==> src/rtl/shift_serdes.sv <==
// Shift-register serializer/deserializer with valid/ready word intake and gapless back-to-back words.
// Optional build macro SHIFT_SERDES_LOOPBACK_EN routes o_ser_out into the receive path.
module shift_serdes #(
    parameter int WIDTH     = 8,
    parameter bit MSB_FIRST = 1'b1
) (
    input  logic             i_clk,
    input  logic             i_rstn,
    input  logic             i_clr,
    input  logic             i_par_valid,
    output logic             o_par_ready,
    input  logic [WIDTH-1:0] i_par_in,
    input  logic             i_ser_in,
    output logic             o_ser_out,
    output logic             o_ser_en,
    output logic [WIDTH-1:0] o_par_out,
    output logic             o_par_out_valid,
    output logic             o_busy
);
    localparam int CNT_W = $clog2(WIDTH);
    localparam logic [CNT_W-1:0] CNT_LAST = CNT_W'(WIDTH - 1);

    typedef enum logic {IDLE, SHIFT} state_t;

    state_t             state_q, state_d;
    logic [CNT_W-1:0]   cnt_q, cnt_d;
    logic [WIDTH-1:0]   tx_q, tx_d;
    logic [WIDTH-1:0]   rx_q, rx_d;
    logic [WIDTH-1:0]   pout_q, pout_d;
    logic               pvld_q, pvld_d;

    logic               shifting, last, accept, tx_bit, rx_bit;
    logic [WIDTH-1:0]   tx_shift, rx_shift;

    assign shifting    = (state_q == SHIFT);
    assign last        = shifting && (cnt_q == CNT_LAST);
    assign o_par_ready = (state_q == IDLE) || last;
    assign accept      = i_par_valid && o_par_ready;

    assign tx_bit      = MSB_FIRST ? tx_q[WIDTH-1] : tx_q[0];
    assign o_ser_out   = shifting & tx_bit;
    assign o_ser_en    = shifting;
    assign o_busy      = shifting;

`ifdef SHIFT_SERDES_LOOPBACK_EN
    logic unused_ser_in;
    assign unused_ser_in = i_ser_in;
    assign rx_bit        = o_ser_out;
`else
    assign rx_bit        = i_ser_in;
`endif

    // Both registers move toward the outgoing/incoming end selected by MSB_FIRST.
    assign tx_shift = MSB_FIRST ? {tx_q[WIDTH-2:0], 1'b0} : {1'b0, tx_q[WIDTH-1:1]};
    assign rx_shift = MSB_FIRST ? {rx_q[WIDTH-2:0], rx_bit} : {rx_bit, rx_q[WIDTH-1:1]};

    always_comb begin
        state_d = state_q;
        cnt_d   = cnt_q;
        tx_d    = tx_q;
        rx_d    = rx_q;
        pout_d  = pout_q;
        pvld_d  = 1'b0;
        if (i_clr) begin
            state_d = IDLE;
            cnt_d   = '0;
            tx_d    = '0;
            rx_d    = '0;
        end else begin
            if (shifting) begin
                tx_d  = tx_shift;
                rx_d  = rx_shift;
                cnt_d = cnt_q + 1'b1;
                if (last) begin
                    pout_d  = rx_shift;
                    pvld_d  = 1'b1;
                    state_d = IDLE;
                    cnt_d   = '0;
                end
            end
            // A reload on the final bit edge restarts immediately without an idle cycle.
            if (accept) begin
                tx_d    = i_par_in;
                cnt_d   = '0;
                state_d = SHIFT;
            end
        end
    end

    always_ff @(posedge i_clk or negedge i_rstn) begin
        if (!i_rstn) begin
            state_q <= IDLE;
            cnt_q   <= '0;
            tx_q    <= '0;
            rx_q    <= '0;
            pout_q  <= '0;
            pvld_q  <= 1'b0;
        end else begin
            state_q <= state_d;
            cnt_q   <= cnt_d;
            tx_q    <= tx_d;
            rx_q    <= rx_d;
            pout_q  <= pout_d;
            pvld_q  <= pvld_d;
        end
    end

    assign o_par_out       = pout_q;
    assign o_par_out_valid = pvld_q;
endmodule

==> config.mk <==
export PLATFORM = sky130hd
export DESIGN_NAME = shift_serdes
export DESIGN_NICKNAME = d
export VERILOG_FILES = /design/src/rtl/shift_serdes.sv
export SDC_FILE = /design/constraint.sdc
export NUM_CORES = 1
export LEC_CHECK = 0
export BUFFER_PORTS_ARGS = -buffer_cell sky130_fd_sc_hd__buf_2
export CAP_MARGIN = 15
export CORE_MARGIN = 3
export CORE_UTILIZATION = 30
export CTS_BUF_LIST = sky130_fd_sc_hd__clkbuf_4
export DETAILED_ROUTE_END_ITERATION = 8
export GPL_TIMING_DRIVEN = 0
export SYNTH_ARGS = -nofsm -noshare
export SYNTH_HDL_FRONTEND = slang
export SYNTH_SLANG_ARGS = --single-unit
==> constraint.sdc <==
create_clock -name i_clk -period 3 [get_ports i_clk]
set_input_delay 0.6 -clock i_clk [delete_from_list [all_inputs] [get_ports i_clk]]
set_output_delay 0.6 -clock i_clk [all_outputs]
set_load 0.02 [all_outputs]
==> flow_metrics.py, run 1 <==
metrics = {
    "status": {
        "outcome": "completed",
    },
    "clock_tree": {
        "holdBufCountCts": 0,
        "post_cts_resized": 0,
        "insertion_delay_ns": 0.34,
        "clkTransAtPathRegs_ns": 0.17,
        "clkSinkCount": 28,
        "cts_tree": "done",
        "cts_buffer_depth": 2,
        "numCtsBuffers": 3,
        "htree_levels": 1,
        "cts_setup_buffers": 0,
        "clock-root-buffer": "clkbuf_4",
    },
    "floorplan": {
        "die_height_um": 74.32,
        "core_area_mm2": 0.004444,
        "top_level_ports": 26,
        "die_area_mm2": 0.005523,
        "die_w_um": 74.32,
        "initial_core_util": 0.3150,
        "row_count": 24,
    },
    "placement": {
        "dp_hpwl_mm": 1.927,
        "place.gp.congestion": 0.7472,
        "place.port_buffers": 25,
    },
    "worst_setup_path": {
        "worstSetupStartpointType": "flop",
        "crit_buf_inv": 2,
        "crit_type": "flop to output pin",
        "r2r_slack_ns": 1.35,
        "critPathMaxFanout": 10,
        "end_kind": "output pin",
        "cp_top_family": "flip-flops",
        "worstPathArrival_ns": 1.71,
        "critical_path.cell_chain": "ha_1 -> ha_1 -> and2b_4 -> inv_6 -> buf_2",
        "cpMostUsedCell": "ha_1",
        "critPathSlowestCell": "dfrtp_1",
        "r2r_cells": 6,
        "reg2reg_from": "cnt_q[0]",
        "cp_slowest_stage_delay_ns": 0.43,
        "rr_endpoint": "tx_q[5]",
        "critPathRequiredTime_ns": 2.40,
    },
    "route": {
        "drtIter0Drc": 20,
        "avgRoutedWirePerCell_um": 14.73,
        "drt-total-wl_mm": 2.755,
        "num_vias": 915,
        "final_antenna_net_count": 0,
        "vias_per_cell": 4.893,
        "dr.pass1.iters": 3,
        "route.detailed.drc": 0,
    },
    "logic_synthesis": {
        "avgSynthCellArea_um2": 13.21,
        "synth_seq_cells": 28,
        "synth_fp_nets": 121,
        "ys.warnings.count": 0,
        "synth.distinct_cells": 27,
        "postSynthCellCount": 106,
        "netlist_area_mm2": 0.001400,
        "ys_seq_area_frac": 0.5004,
    },
    "power": {
        "leakagePower_nw": 0.8428,
        "power_density_mw_per_mm2": 464.8,
        "irDropWorstVdd_mv": 0.2871,
        "finalPower_uw": 763.6,
    },
    "sta": {
        "finalHoldViolCount": 0,
        "max_freq_mhz": 433.2,
        "whs_ns": 0.2439,
        "tightest_slew_ns": 0.6261,
        "period_needed_ns": 2.309,
        "timing.slew.headroom": 0.5826,
        "maxSlewViolCount": 0,
        "tns_ns": 0,
        "rsz0062_at_grt": "false",
        "setup_viol": 0,
        "period_share": 0.7695,
        "skew_ns": 0.01439,
    },
    "finish": {
        "nets": 151,
        "regArea_um2": 700.7,
        "multi_input_area_um2": 599.3,
        "nFillCells": 440,
        "area_delta_synth_final_pct": 17.34,
        "diodes": 0,
        "drive_gt1_frac": 0.4741,
    },
    "global_routing": {
        "track_usage": 0.1095,
        "grt_max_degree": 29,
        "grt_pass1_wl_mm": 4.664,
        "grt_pass1_vias": 992,
        "gr-total-overflow": 0,
        "antenna_found_initial": 0,
    },
    "worst_hold_path": {
        "hold_path.class": "input pin to async pin",
    },
    "flow_run": {
        "cap_violations": 0,
    },
}
[per-layer routing]
layer,track usage,part of all wire
met5,0,0
met4,0.01581,0.0054
met3,0.03378,0.043
met2,0.1919,0.50
met1,0.1360,0.45
[worst register-to-register path, delay by kind of cell (launching register included)]
family	cells	cell delay (ns)
DFF	1	0.43
buffers and inverters	1	0.15
and+or+nand+nor	3	0.57
adders and majority gates	2	0.43
[power by group]
part           leakage (nW)  total, mW  switching [mW]  internal [mW]
logic                 0.433      0.110          0.0628         0.0477
registers             0.382      0.399         0.00929          0.390
clock network        0.0279      0.254           0.119          0.135
total                 0.843      0.764           0.191          0.573
[final cells by class]
type                            count  area share
Multi-Input combinational cell     67      0.3648
Buffer                              8     0.05103
Timing Repair Buffer               25     0.07616
Clock buffer                        3     0.01371
Tap cell                           52     0.03960
Sequential cell                    28      0.4265
Inverter                            3    0.009901
Clock inverter                      1     0.01828
[registers in the layout (all words and copies together) (netlist names)]
signal           cells
tx_q                 8
cnt_q                3
o_par_out_valid      1
o_par_out            8
rx_q                 7
o_busy               1
[logic make-up after synthesis]
| kind of cell | count (synthesis) | share of synthesized area |
|---|---|---|
| and+or+nand+nor | 37 | 0.1805 |
| DFF | 28 | 0.5004 |
| muxes | 16 | 0.1430 |
| adders and majority gates | 2 | 0.01787 |
| AOI/OAI and AO/OA | 12 | 0.08669 |
| buffers and inverters | 11 | 0.07148 |
[per-stage QoR]
stage / instance area (um^2) / utilization / setup WS [ns] / instances
floorplan: 1400 / - / 1.277 / 106
global placement: 1590 / 0.3578 / 1.088 / 183
detailed placement: 1590 / 0.3578 / 1.093 / 183
global route: 1643 / 0.3697 / 0.6156 / 187
finish: 1643 / 0.3697 / 0.6915 / 187
CTS: 1643 / 0.3697 / 0.6793 / 187
[cell usage after synthesis]
cell type  instances  area (um^2)
buf_4              1        7.510
buf_6              2        22.52
buf_2              2        10.01
a32oi_1            1        8.760
a22oi_1            1        7.510
nand3b_4           1        20.02
nor4_2             7        87.58
dfrtp_1           28        700.7
a21oi_1            2        10.01
buf_8              1        15.01
o211ai_1           1        7.510
inv_1              1        3.750
clkbuf_16          1        25.02
and2_1             1        6.260
nand2_1            1        3.750
inv_2              1        3.750
inv_6              1        8.760
and2b_4            1        10.01
nor2_1            17        63.81
nor2_8             1        20.02
clkbuf_1           1        3.750
mux2_4             8        120.1
mux2i_1            8        80.08
nor3_1             7        35.03
or2_2              1        6.260
a211oi_2           7        87.58
ha_1               2        25.02
[worst max path at each step]
stage                  endpoint      from  cells after the start  slack (ns)
floorplan           o_par_ready  cnt_q[0]                      4        1.28
global placement    o_par_ready  cnt_q[0]                      5        1.09
detailed placement  o_par_ready  cnt_q[0]                      5        1.09
CTS                 o_par_ready  cnt_q[0]                      5        0.68
global route        o_par_ready  cnt_q[0]                      5        0.62
finish              o_par_ready  cnt_q[0]                      5        0.69
[cell usage in the layout, fill, tap and decap left out, types with 2 or more instances in the layout]
master,count
dfrtp_1,28
mux2i_1,8
a21oi_1,2
a211oi_2,7
mux2_4,8
nor3_1,7
nor2_1,17
clkbuf_4,3
nor4_2,7
buf_6,2
buf_2,27
ha_1,2
No activity file was read; power rests on OpenSTA's default activity.
==> run 2, diff against run 1 <==
--- a/config.mk
+++ b/config.mk
@@ -5,6 +5,7 @@
 export SDC_FILE = /design/constraint.sdc
 export NUM_CORES = 1
 export LEC_CHECK = 0
+export ABC_AREA = 1
 export BUFFER_PORTS_ARGS = -buffer_cell sky130_fd_sc_hd__buf_2
 export CAP_MARGIN = 15
 export CORE_MARGIN = 3
==> constraint.sdc (replaced) <==
create_clock -name i_clk -period 2.3 [get_ports i_clk]
set_input_delay 0.46 -clock i_clk [delete_from_list [all_inputs] [get_ports i_clk]]
set_output_delay 0.46 -clock i_clk [all_outputs]
set_load 0.02 [all_outputs]
==> flow_metrics.py, run 2 <==
metrics = {
    "status": {
        "outcome": "completed",
    },
    "logic_synthesis": {
        "avgSynthCellArea_um2": 8.369,
        "synth.distinct_cells": 16,
        "yosysMostFrequentCell": "nand2_1",
        "synthDominantCellAreaShare": 0.5545,
        "synth_edf_count": 0,
        "yosys.area.top_type": "dfrtp_1",
        "async_reset_ff_frac": 1.000,
        "synth_seq_cells": 28,
        "synthTopCellsByArea": "dfrtp_1, nand2_1, nand3_1, o21ai_0, inv_1",
        "postSynthCellCount": 151,
        "yosys_most_used_dff": "dfrtp_1",
        "synth_commonest_cells": "nand2_1, dfrtp_1, inv_1",
        "netlist_area_mm2": 0.001264,
        "ys.warnings.count": 0,
        "ys_seq_area_frac": 0.5545,
        "synth_fp_nets": 166,
    },
    "worst_setup_path": {
        "critPathRequiredTime_ns": 1.84,
        "cp_slowest_stage_delay_ns": 0.43,
        "worstPathArrival_ns": 1.65,
        "end_kind": "output pin",
        "critPathSlowestCell": "dfrtp_1",
        "critPathMaxFanout": 10,
        "crit_type": "flop to output pin",
        "worstSetupStartpointType": "flop",
        "reg2reg_from": "cnt_q[0]",
        "crit_buf_inv": 3,
        "critical_path.cell_chain": "ha_1 -> ha_1 -> inv_2 -> nand2_1 -> buf_2 -> buf_2",
        "crit_path_start": "cnt_q[0]",
        "cp_top_family": "buffers and inverters",
    },
    "clock_tree": {
        "cts_tree": "done",
        "holdBufCountCts": 0,
        "clkSinkCount": 28,
        "htree_levels": 1,
        "cts_buffer_depth": 2,
        "numCtsBuffers": 3,
        "clock-root-buffer": "clkbuf_4",
        "clkTransAtPathRegs_ns": 0.14,
        "insertion_delay_ns": 0.32,
    },
    "sta": {
        "timing.slew.headroom": 0.5898,
        "rsz0062_at_grt": "false",
        "tns_ns": 0,
        "period_share": 0.9153,
        "period_needed_ns": 2.105,
        "skew_ns": 0.001888,
        "maxSlewViolCount": 0,
        "tightest_slew_ns": 0.6154,
        "setup_viol": 0,
        "max_freq_mhz": 475.0,
        "finalHoldViolCount": 0,
    },
    "finish": {
        "most-common-layout-cells": "nand2_1, buf_2, dfrtp_1, inv_1",
        "area_delta_synth_final_pct": 17.33,
        "layout_commonest_cell": "nand2_1",
        "diodes": 0,
        "postLayoutCoreUtil": 0.3847,
        "drive_gt1_frac": 0.2320,
        "nets": 197,
    },
    "placement": {
        "dp_hpwl_mm": 1.846,
        "place.gp.congestion": 0.7021,
        "place.port_buffers": 25,
    },
    "global_routing": {
        "track_usage": 0.1073,
        "grt_pass1_vias": 982,
        "grt_max_degree": 29,
        "gr-total-overflow": 0,
        "grt_pass1_wl_mm": 4.360,
        "antenna_found_initial": 0,
    },
    "route": {
        "dr.pass1.iters": 4,
        "drt-total-wl_mm": 2.476,
        "num_vias": 1028,
        "avgRoutedWirePerCell_um": 10.81,
        "vias_per_cell": 4.489,
        "drtIter0Drc": 32,
        "route.detailed.drc": 0,
        "final_antenna_net_count": 0,
    },
    "power": {
        "leakagePower_nw": 0.8460,
        "power_density_mw_per_mm2": 558.3,
        "irDropWorstVdd_mv": 0.1895,
    },
    "floorplan": {
        "core_area_mm2": 0.003854,
        "die_w_um": 70.90,
        "die_area_mm2": 0.005027,
        "row_count": 22,
        "die_height_um": 70.90,
        "initial_core_util": 0.3279,
        "top_level_ports": 26,
    },
    "worst_hold_path": {
        "hold_path.class": "input pin to async pin",
    },
    "flow_run": {
        "cap_violations": 0,
    },
}
-- run 2: final timing paths --
check,end,slack [ns],cells past startpoint
max in group asynchronous,cnt_q[1],1.78,1
worst min-delay path,tx_q[5],0.13,1
min in group i_clk,rx_q[0],0.35,3
worst min register to register,rx_q[1],0.50,2
worst max register to register,tx_q[2],0.75,8
worst max-delay path,o_par_ready,0.19,6
-- run 2: metal layers --
metal,track usage,vias up,part of all wire
met3,0.01136,5,0.031
met4,0.05219,0,0.017
met1,0.1444,474,0.47
li1,-,534,-
met2,0.1720,15,0.48
met5,0,-,0
-- run 2: layout make-up --
cell class	count	area [um^2]
buffer	5	30.03
clock buffer	3	22.52
clock inverter	1	3.754
fill	419	2371
inverter	21	78.83
multi-input combinational	97	454.2
sequential	28	700.7
tap	48	60.06
timing repair buffer	26	132.6
-- run 2: worst register-to-register path, delay by kind of cell, from the launching register on --
family / cells / cell delay [ns]
AND/OR/NAND/NOR: 5 / 0.56
adder cells (fa/ha/maj): 2 / 0.41
flip-flops: 1 / 0.43
buffers and inverters: 1 / 0.07
-- run 2: cell families after synthesis --
group | Yosys count | synth area share
AND/OR/NAND/NOR | 76 | 0.2614
buffers and inverters | 26 | 0.08614
adder cells (fa/ha/maj) | 2 | 0.01980
flip-flops | 28 | 0.5545
AO/OA/AOI/OAI | 19 | 0.07822
-- run 2: power breakdown --
| part | switching (mW) | internal (mW) | total (mW) | leakage, nW |
|---|---|---|---|---|
| Clock | 0.138 | 0.0636 | 0.202 | 0.0154 |
| Sequential | 0.0123 | 0.510 | 0.522 | 0.380 |
| Combinational | 0.0676 | 0.0359 | 0.104 | 0.451 |
-- run 2: repair_timing --
item / 4_1_cts / 5_1_grt
buffers inserted: 0 / 1
endpoints found under the setup margin: 1 / 1
gates resized for setup: 1 / 0
-- run 2: metrics by stage --
| stage | instance area (um^2) | instances | total power, mW | worst slack (ns) | hold slack [ns] |
|---|---|---|---|---|---|
| floorplan | 1264 | 151 | 0.5948 | 0.6825 | 0.1644 |
| global placement | 1449 | 224 | 0.6370 | 0.3708 | 0.4622 |
| detailed placement | 1449 | 224 | 0.6386 | 0.3785 | 0.4653 |
| CTS | 1475 | 228 | 0.8380 | 0.08369 | 0.1480 |
| global route | 1483 | 229 | 0.8801 | 0.08863 | 0.1557 |
| finish | 1483 | 229 | 0.8277 | 0.1948 | 0.1265 |
